**src/rtl/bram_stream_pkg.sv**
```systemverilog
// Shared types and constants for the block-RAM stream reader and its
// two-entry output buffer.
package bram_stream_pkg;

  typedef enum logic {
    IDLE = 1'b0,
    RUN  = 1'b1
  } state_t;

  localparam int FIFO_DEPTH = 2;
  localparam int FIFO_CNT_W = $clog2(FIFO_DEPTH + 1);

  // A new read may be issued only if the word it returns is guaranteed a slot:
  // buffered words plus the read already in flight, minus this cycle's pop.
  function automatic logic has_credit(
    input logic [FIFO_CNT_W-1:0] fifo_count,
    input logic                  inflight,
    input logic                  pop
  );
    return (int'(fifo_count) + int'(inflight)) < (FIFO_DEPTH + int'(pop));
  endfunction

endpackage

```
**src/rtl/bram_stream_fifo2.sv**
```systemverilog
// Two-entry synchronous FIFO holding {last, data}; head is presented
// combinationally and stays stable until popped.
module bram_stream_fifo2
  import bram_stream_pkg::*;
#(
  parameter int WIDTH = 8
) (
  input  logic                  clk,
  input  logic                  rst,
  input  logic                  push,
  input  logic [WIDTH:0]        push_data,
  input  logic                  pop,
  output logic [WIDTH:0]        head,
  output logic                  full,
  output logic                  empty,
  output logic [FIFO_CNT_W-1:0] count
);

  localparam int PTR_W = $clog2(FIFO_DEPTH);

  logic [WIDTH:0]        mem_reg [FIFO_DEPTH];
  logic [PTR_W-1:0]      wr_ptr_reg;
  logic [PTR_W-1:0]      rd_ptr_reg;
  logic [FIFO_CNT_W-1:0] count_reg;
  logic [FIFO_DEPTH-1:0] wr_en;
  logic                  do_push;
  logic                  do_pop;

  function automatic logic [PTR_W-1:0] ptr_inc(input logic [PTR_W-1:0] p);
    return (p == PTR_W'(FIFO_DEPTH - 1)) ? '0 : p + PTR_W'(1);
  endfunction

  assign full    = (count_reg == FIFO_CNT_W'(FIFO_DEPTH));
  assign empty   = (count_reg == '0);
  assign count   = count_reg;
  // When full, a simultaneous pop frees the head slot that the write lands in.
  assign do_push = push && (!full || pop);
  assign do_pop  = pop && !empty;
  assign head    = mem_reg[rd_ptr_reg];

  generate
    for (genvar gi = 0; gi < FIFO_DEPTH; gi++) begin : g_wr_en
      assign wr_en[gi] = do_push && (wr_ptr_reg == PTR_W'(gi));
    end
  endgenerate

  always_ff @(posedge clk or posedge rst) begin
    if (rst) begin
      for (int i = 0; i < FIFO_DEPTH; i++) begin
        mem_reg[i] <= '0;
      end
      wr_ptr_reg <= '0;
      rd_ptr_reg <= '0;
      count_reg  <= '0;
    end else begin
      for (int i = 0; i < FIFO_DEPTH; i++) begin
        if (wr_en[i]) begin
          mem_reg[i] <= push_data;
        end
      end
      if (do_push) begin
        wr_ptr_reg <= ptr_inc(wr_ptr_reg);
      end
      if (do_pop) begin
        rd_ptr_reg <= ptr_inc(rd_ptr_reg);
      end
      case ({do_push, do_pop})
        2'b10:   count_reg <= count_reg + FIFO_CNT_W'(1);
        2'b01:   count_reg <= count_reg - FIFO_CNT_W'(1);
        default: count_reg <= count_reg;
      endcase
    end
  end

endmodule

```
**src/rtl/bram_stream_reader.sv**
```systemverilog
// Walks a contiguous RAM address range and streams each word out on a
// valid/ready interface, hiding the one-cycle registered read latency.
module bram_stream_reader
  import bram_stream_pkg::*;
#(
  parameter int WIDTH = 8,
  parameter int DEPTH = 256
) (
  input  logic                       clk,
  input  logic                       rst,
  input  logic                       start,
  input  logic [$clog2(DEPTH)-1:0]   base_addr,
  input  logic [$clog2(DEPTH+1)-1:0] count,
  output logic                       busy,
  output logic                       done,
  output logic [$clog2(DEPTH)-1:0]   mem_addr,
  input  logic [WIDTH-1:0]           mem_data,
  output logic [WIDTH-1:0]           out_data,
  output logic                       out_valid,
  input  logic                       out_ready,
  output logic                       out_last
);

  localparam int AW = $clog2(DEPTH);
  localparam int CW = $clog2(DEPTH + 1);

  state_t                state_reg;
  state_t                state_next;
  logic [AW-1:0]         addr_reg;
  logic [AW-1:0]         addr_next;
  logic [CW-1:0]         remaining_reg;
  logic [CW-1:0]         remaining_next;
  logic                  inflight_reg;
  logic                  inflight_last_reg;
  logic                  done_reg;
  logic                  done_next;

  logic                  accept;
  logic                  pop;
  logic                  last_pop;
  logic                  issue;
  logic [WIDTH:0]        fifo_head;
  logic                  fifo_full;
  logic                  fifo_empty;
  logic [FIFO_CNT_W-1:0] fifo_count;

  assign accept   = (state_reg == IDLE) && start;
  assign pop      = out_valid && out_ready;
  assign last_pop = pop && out_last;

  assign mem_addr  = addr_reg;
  assign done      = done_reg;
  assign out_valid = !fifo_empty;
  assign out_data  = fifo_head[WIDTH-1:0];
  assign out_last  = fifo_head[WIDTH];

  always_ff @(posedge clk or posedge rst) begin
    if (rst) begin
      state_reg <= IDLE;
    end else begin
      state_reg <= state_next;
    end
  end

  always_comb begin
    state_next = state_reg;
    case (state_reg)
      IDLE:    if (start && (count != '0)) state_next = RUN;
      RUN:     if (last_pop) state_next = IDLE;
      default: state_next = IDLE;
    endcase
  end

  always_comb begin
    busy  = 1'b0;
    issue = 1'b0;
    if (state_reg == RUN) begin
      busy  = 1'b1;
      issue = (remaining_reg != '0) && (!fifo_full || pop)
              && has_credit(fifo_count, inflight_reg, pop);
    end
  end

  always_comb begin
    addr_next      = addr_reg;
    remaining_next = remaining_reg;
    if (accept && (count != '0)) begin
      addr_next      = base_addr;
      remaining_next = count;
    end else if (issue) begin
      addr_next      = (addr_reg == AW'(DEPTH - 1)) ? '0 : addr_reg + AW'(1);
      remaining_next = remaining_reg - CW'(1);
    end
    // An empty command completes immediately; otherwise completion follows the tagged final beat.
    done_next = (accept && (count == '0)) || ((state_reg == RUN) && last_pop);
  end

  always_ff @(posedge clk or posedge rst) begin
    if (rst) begin
      addr_reg          <= '0;
      remaining_reg     <= '0;
      inflight_reg      <= 1'b0;
      inflight_last_reg <= 1'b0;
      done_reg          <= 1'b0;
    end else begin
      addr_reg          <= addr_next;
      remaining_reg     <= remaining_next;
      inflight_reg      <= issue;
      inflight_last_reg <= issue && (remaining_reg == CW'(1));
      done_reg          <= done_next;
    end
  end

  // The RAM answers one cycle after the address, so capture is keyed off the in-flight flag.
  bram_stream_fifo2 #(
    .WIDTH(WIDTH)
  ) u_fifo (
    .clk       (clk),
    .rst       (rst),
    .push      (inflight_reg),
    .push_data ({inflight_last_reg, mem_data}),
    .pop       (pop),
    .head      (fifo_head),
    .full      (fifo_full),
    .empty     (fifo_empty),
    .count     (fifo_count)
  );

endmodule
```
**config.mk**
```make
export PLATFORM = sky130hd
export DESIGN_NAME = bram_stream_reader
export DESIGN_NICKNAME = d
export VERILOG_FILES = /design/src/rtl/bram_stream_pkg.sv /design/src/rtl/bram_stream_fifo2.sv /design/src/rtl/bram_stream_reader.sv
export SDC_FILE = /design/constraint.sdc
export NUM_CORES = 1
export LEC_CHECK = 0
export CAP_MARGIN = 20
export CORE_MARGIN = 4
export CORE_UTILIZATION = 25
export CTS_CLUSTER_DIAMETER = 40
export DETAILED_ROUTE_END_ITERATION = 7
export PLACE_DENSITY_LB_ADDON = 0.15
export SLEW_MARGIN = 25
export SYNTH_ARGS = -nofsm -noshare
export SYNTH_HDL_FRONTEND = slang
export SYNTH_SLANG_ARGS = --single-unit
```
**constraint.sdc**
```tcl
create_clock -name clk -period 2.9 [get_ports clk]
set_clock_uncertainty 0.1 [all_clocks]
set_input_delay 0.58 -clock clk [delete_from_list [all_inputs] [get_ports clk]]
set_output_delay 0.58 -clock clk [all_outputs]
set_load 0.05 [all_outputs]
```
==> results of run 1 <==
[routing by layer]
layer | part of all wire [%] | up-vias | GRT usage, %
li1 | - | 867 | -
met5 | 0 | - | 0
met1 | 47 | 867 | 15.0
met4 | 0.45 | 0 | 2.42
met2 | 48 | 43 | 18.6
met3 | 4.1 | 2 | 2.87
[path summary, 6_finish.rpt]
| path | slack [ns] | endpoint | start |
|---|---|---|---|
| max | 0.14 | out_last | u_fifo.rd_ptr_reg$_DFFE_PP0P_ |
| min | 0.41 | u_fifo.mem_reg[15]$_DFFE_PP0P_ | u_fifo.mem_reg[15]$_DFFE_PP0P_ |
| max reg2reg | 0.64 | mem_addr[3]$_DFFE_PP0P_ | u_fifo.count[0]$_DFFE_PP0P_ |
| min reg2reg | 0.41 | u_fifo.mem_reg[15]$_DFFE_PP0P_ | u_fifo.mem_reg[15]$_DFFE_PP0P_ |
| max in group asynchronous | 1.68 | done$_DFF_PP0_ | rst |
| min in group asynchronous | 0.63 | u_fifo.mem_reg[9]$_DFFE_PP0P_ | rst |
[logic make-up after synthesis]
group / Yosys count
AND/OR/NAND/NOR: 68
flip-flops: 43
AO/OA/AOI/OAI: 41
multiplexers: 27
buffers and inverters: 13
adder cells (fa/ha/maj): 7
XOR/XNOR: 5
[final cells by class]
class / instances / area [um2]
sequential: 43 / 1080
clock inverter: 3 / 25.0
fill: 915 / 5730
inverter: 8 / 30.0
timing repair buffer: 55 / 533
clock buffer: 5 / 68.8
tap: 108 / 135
multi-input combinational: 148 / 1080
[Yosys cell counts (all sizes together)]
| library cell | count | area, um2 |
|---|---|---|
| a21oi | 6 | 30.0 |
| nor3 | 5 | 25.0 |
| nand4 | 3 | 18.8 |
| a22oi | 1 | 7.51 |
| a31oi | 8 | 56.3 |
| dfrtp | 43 | 1080 |
| a221o | 3 | 30.0 |
| a41o | 1 | 10.0 |
| or2 | 1 | 6.26 |
| xnor2 | 4 | 35.0 |
| a31o | 1 | 8.76 |
| nor2 | 20 | 77.6 |
| nand2b | 2 | 12.5 |
| mux2 | 27 | 304 |
| clkbuf | 1 | 3.75 |
| o211ai | 2 | 15.0 |
| nor2b | 1 | 6.26 |
| a32oi | 1 | 8.76 |
| or3 | 2 | 12.5 |
| a21o | 1 | 7.51 |
| xor2 | 1 | 8.76 |
| a311oi | 1 | 8.76 |
| inv | 8 | 30.0 |
| nand3 | 9 | 57.6 |
| o21ai | 7 | 38.8 |
| nor4 | 2 | 18.8 |
| o21a | 1 | 7.51 |
| buf | 4 | 26.3 |
| o31ai | 1 | 7.51 |
| o21bai | 2 | 15.0 |
| nand2 | 16 | 60.1 |
| and4 | 2 | 17.5 |
| or3b | 1 | 8.76 |
| a41oi | 1 | 8.76 |
| ha | 7 | 87.6 |
| and3b | 1 | 12.5 |
| or4b | 1 | 10.0 |
| o221a | 1 | 11.3 |
| or4 | 2 | 15.0 |
| o22ai | 3 | 18.8 |
[metrics by stage]
stage               utilization (%)  worst slack, ns
floorplan                         -            0.867
global placement               32.9            0.346
detailed placement             32.9            0.290
CTS                            34.0           0.0956
global route                   34.0           0.0332
finish                         34.0            0.138
[worst max-delay path, delay by kind of cell (launching register included)]
| family | cells | cell delay [ns] |
|---|---|---|
| DFF | 1 | 0.63 |
| muxes | 1 | 0.42 |
| buffers and inverters | 1 | 0.73 |
[power by group]
group          leakage (nW)  internal, W  switching [W]
clock                0.0443     0.000173       0.000230
combinational         0.638     0.000874        0.00122
sequential            0.508     0.000875       0.000263
==> reports/metrics.cfg, run 1 <==
[place]
globalplace.congestion=0.719
hpwlAfterDp_mm=4.09
dpl-instance-area_um2=2860
port_buffers=48
placedCellCount=362

[route]
routed_wirelength_normalized_by_instance_count_um=15.0
wirelength_mm=5.55
detailedRoute.firstPassIterationCount=4
drt.antenna.violating_nets=0
detail_route.iter0.violations=51
routed_via_density=4.81
remaining_drcs=0
vias=1779

[final_layout]
most_common_library_cell_in_the_layout_ignoring_fill_and_taps=clkdlybuf4s50_1
area_growth_pct=33.0
drive_above_1_share_pct=19.5
instances_no_fill=370
finish.instance_area_um2=2950
largest_reg_flops=18
final_cell_mix=48 x clkdlybuf4s50_1, 43 x dfrtp_1, 27 x mux2_2
antennaDiodeCount=0
final_net_count=297

[synthesis]
synth-compound-area-share_pct=13.1
distinct_cells_synth=48
synth-simple-area-share_pct=16.2
yosysWarningCount=0
synthAdderAreaFrac_pct=3.94
syn-cell-area_um2=2220
synth_nets=240
post_synth_xor_area_fraction_pct=1.97
synth.area.mux_share_pct=13.7
proportion_of_synthesized_chip_area_in_sequential_cells_pct=48.5
postSynthAreaPerCell_um2=10.9
synth_top_family_by_area=simple AND/OR/NAND/NOR gates
synthCells=204
yosys_register_bits=43

[global_routing]
grt.total_usage_pct=11.3
globalRoute.totalOverflow=0
grt_start_max_net_pins=44
grt_pass1_vias=1834
grt_antenna_before_repair=0
grt_first_pass_wirelength_mm=9.25

[power_and_ir_drop]
finalPower_w=0.00363
power_per_cell_area_nw_per_um2=1230
irDropWorstVdd_uv=388
leak_pwr_nw=1.19

[run]
timing.max_cap.violations=0

[die]
initial_utilization_pct=25.6
core_area_um2=8680
die_w_um=102
fp.dieArea_um2=10500
die-height_um=102
io_pins=49
num_rows=34

[worst_setup_path]
critical_path_arrival_ns=2.08
ff2ff_path_depth=6
crit_path_start_kind=flip-flop
worstSetupPathType=flip-flop to output port
critical-path-max-stage-delay_ns=0.73
critical_path.max_fanout=10
slowest_stage=clkdlybuf4s50_1
timing.critical_path.required_ns=2.22
chain_of_cells_forming_the_critical_path=mux2_2 -> clkdlybuf4s50_1
critical_path.endpoint_type=output port

[clock_tree]
clock_sinks=43
clk_path_buf_depth=2
cts_htree_levels=2
cts-resized-gates=0
clk_pin_slew_ns=0.09
cts_setup_buffers=0
cts-buffers-inserted=5
worst_skew_pair.late_latency_ns=0.30
buffer_cell_driving_the_clock_tree_root=clkbuf_8
cts_tree=built
cts-hold-fix-buffers=0

[worst_hold_path]
hold-path-cell-count=1
holdCritPathClass=flip-flop to flip-flop

[sta]
fmax_mhz=362
finalHoldViolCount=0
setup_tns_ns=0
hold-worst-slack_ns=0.410
setup_viol_count_final=0
max_transition_viols_final=0
shortest_clock_period_the_worst_path_allows_after_layout_ns=2.76
worst_slew_pin_slew_ns=0.580
rsz0062_at_grt=no
worst_slew_margin_rel_pct=61.3
period_share_pct=95.2

[run_status]
result_of_the_run=finished clean

No activity file was read; power rests on OpenSTA's default activity.
==> run 2, diff against run 1 <==
--- a/config.mk
+++ b/config.mk
@@ -6,8 +6,9 @@
 export NUM_CORES = 1
 export LEC_CHECK = 0
 export CAP_MARGIN = 20
+export CORE_ASPECT_RATIO = 1.5
 export CORE_MARGIN = 4
-export CORE_UTILIZATION = 25
+export CORE_UTILIZATION = 50
 export CTS_CLUSTER_DIAMETER = 40
 export DETAILED_ROUTE_END_ITERATION = 7
 export PLACE_DENSITY_LB_ADDON = 0.15
==> run 2 against run 1 <==
Non-clock buffer count is 3 lower. Final area is 3.7% lower. Global-route usage is 7.4 points higher. Die area is 46% lower. Clock power is 8.7% lower. Largest power group unchanged. Highest routed layer unchanged.
==> reports/metrics.cfg, run 2 (synthesis results as in run 1) <==
[global_routing]
grt_util_met1_pct=21.4
grt.met2_usage_pct=34.3
grt.total_usage_pct=18.7
grt.busiest_layer=met2
grt_pass1_vias=1836
globalRoute.totalOverflow=0
grt_start_max_net_pins=44
grt_first_pass_wirelength_mm=8.38
grt_util_met3_pct=3.61
grt_antenna_before_repair=0

[clock_tree]
clk_path_buf_depth=2
clk_pin_slew_ns=0.08
worst_skew_pair.late_latency_ns=0.29
cts_htree_levels=2
cts_tree=built
clock_sinks=43
cts-buffers-inserted=5
cts-resized-gates=0
cts-hold-fix-buffers=0
buffer_cell_driving_the_clock_tree_root=clkbuf_8
cts_setup_buffers=0

[worst_setup_path]
critical_path_arrival_ns=2.05
worst_r2r_startpoint=u_fifo.count[0]$_DFFE_PP0P_
worstSetupPathType=flip-flop to output port
setup_slack_of_the_most_critical_reg_to_reg_path_ns=0.61
critical_path.endpoint_type=output port
ff2ff_path_depth=6
critical-path-max-stage-delay_ns=0.71
chain_of_cells_forming_the_critical_path=mux2_2 -> clkdlybuf4s50_1
r2r-end=mem_addr[7]$_DFFE_PP0P_
crit_path_start_kind=flip-flop
slowest_stage=clkdlybuf4s50_1
critical_path.max_fanout=10
timing.critical_path.required_ns=2.22
worstSetupStartpoint=u_fifo.rd_ptr_reg$_DFFE_PP0P_

[sta]
setup_tns_ns=0
worst_slew_margin_rel_pct=63.9
finalHoldViolCount=0
shortest_clock_period_the_worst_path_allows_after_layout_ns=2.73
fmax_mhz=367
worst_slew_pin_slew_ns=0.541
max_transition_viols_final=0
setup_viol_count_final=0
period_share_pct=94.0
rsz0062_at_grt=no

[route]
routed_wirelength_normalized_by_instance_count_um=15.9
wirelength_mm=4.86
routed_via_density=5.86
remaining_drcs=0
detailedRoute.firstPassIterationCount=4
drt.antenna.violating_nets=0
detail_route.iter0.violations=45
vias=1786

[final_layout]
layout.core_utilization_pct=67.0
drive_above_1_share_pct=18.5
final_cell_mix=48 x clkdlybuf4s50_1, 43 x dfrtp_1, 27 x mux2_2
final_net_count=294
largest_reg_flops=18
most_common_library_cell_in_the_layout_ignoring_fill_and_taps=clkdlybuf4s50_1
antennaDiodeCount=0
area_growth_pct=28.0
n_fill_cell=370

[die]
num_rows=29
io_pins=49
die-height_um=89.6
core_area_um2=4250
fp.dieArea_um2=5590
initial_utilization_pct=52.3
die_w_um=62.4

[worst_hold_path]
holdCritPathClass=flip-flop to flip-flop
hold-path-cell-count=1
hp-start=u_fifo.mem_reg[13]$_DFFE_PP0P_
holdPathEnd=u_fifo.mem_reg[13]$_DFFE_PP0P_

[power_and_ir_drop]
irDropWorstVdd_uv=1120
power_per_cell_area_nw_per_um2=1250
leak_pwr_nw=1.18

[run]
timing.max_cap.violations=0

[run_status]
result_of_the_run=finished clean

[place]
port_buffers=48
globalplace.congestion=0.880
hpwlAfterDp_mm=3.61

-- run 2: worst max-delay path: cells and delay by family, from the launching register on --
| family | cells | cell delay, ns |
|---|---|---|
| buf+inv | 1 | 0.71 |
| flops | 1 | 0.62 |
| mux | 1 | 0.42 |
-- run 2: metal layers --
metal | wire length [um] | vias up
met3 | 237 | 9
li1 | - | 861
met2 | 2570 | 49
met4 | 89 | 0
met5 | 0 | -
met1 | 1960 | 867
-- run 2: cell type report --
class	instances	area [um2]	area share (%)
well taps	46	57.6	2.02
inverters	8	30.0	1.06
clock buffers	5	68.8	2.42
multi-input cells	148	1080	38.2
repair buffers	52	510	18.0
clock inverters	3	15.0	0.528
flip-flops and latches	43	1080	37.9
-- run 2: where the power goes --
part	leakage [nW]	total [W]	switching (W)	internal, W
Sequential	0.508	0.00114	0.000262	0.000876
Combinational	0.627	0.00205	0.00120	0.000850
Clock	0.0477	0.000367	0.000202	0.000165
Total	1.18	0.00356	0.00167	0.00189
-- run 2: worst max-delay path by stage --
stage,to,cells past startpoint,slack [ns]
2_1_floorplan,mem_addr[5]$_DFFE_PP0P_,6,0.87
3_3_place_gp,mem_addr[7]$_DFFE_PP0P_,6,0.33
3_5_place_dp,mem_addr[7]$_DFFE_PP0P_,6,0.29
4_1_cts,out_last,2,0.14
5_1_grt,out_last,2,0.09
6_report,out_last,2,0.17
-- run 2: through the flow --
stage / std cells / hold slack [ns] / total power (W) / instance area [um2] / setup slack, ns
after floorplan: 204 / 0.374 / 0.00266 / 2220 / 0.867
after global placement: 297 / 0.383 / 0.00317 / 2760 / 0.334
after detailed placement: 297 / 0.387 / 0.00321 / 2760 / 0.288
after CTS: 305 / 0.407 / 0.00359 / 2840 / 0.139
after global routing: 305 / 0.423 / 0.00382 / 2840 / 0.0941
final: 305 / 0.406 / 0.00356 / 2840 / 0.173
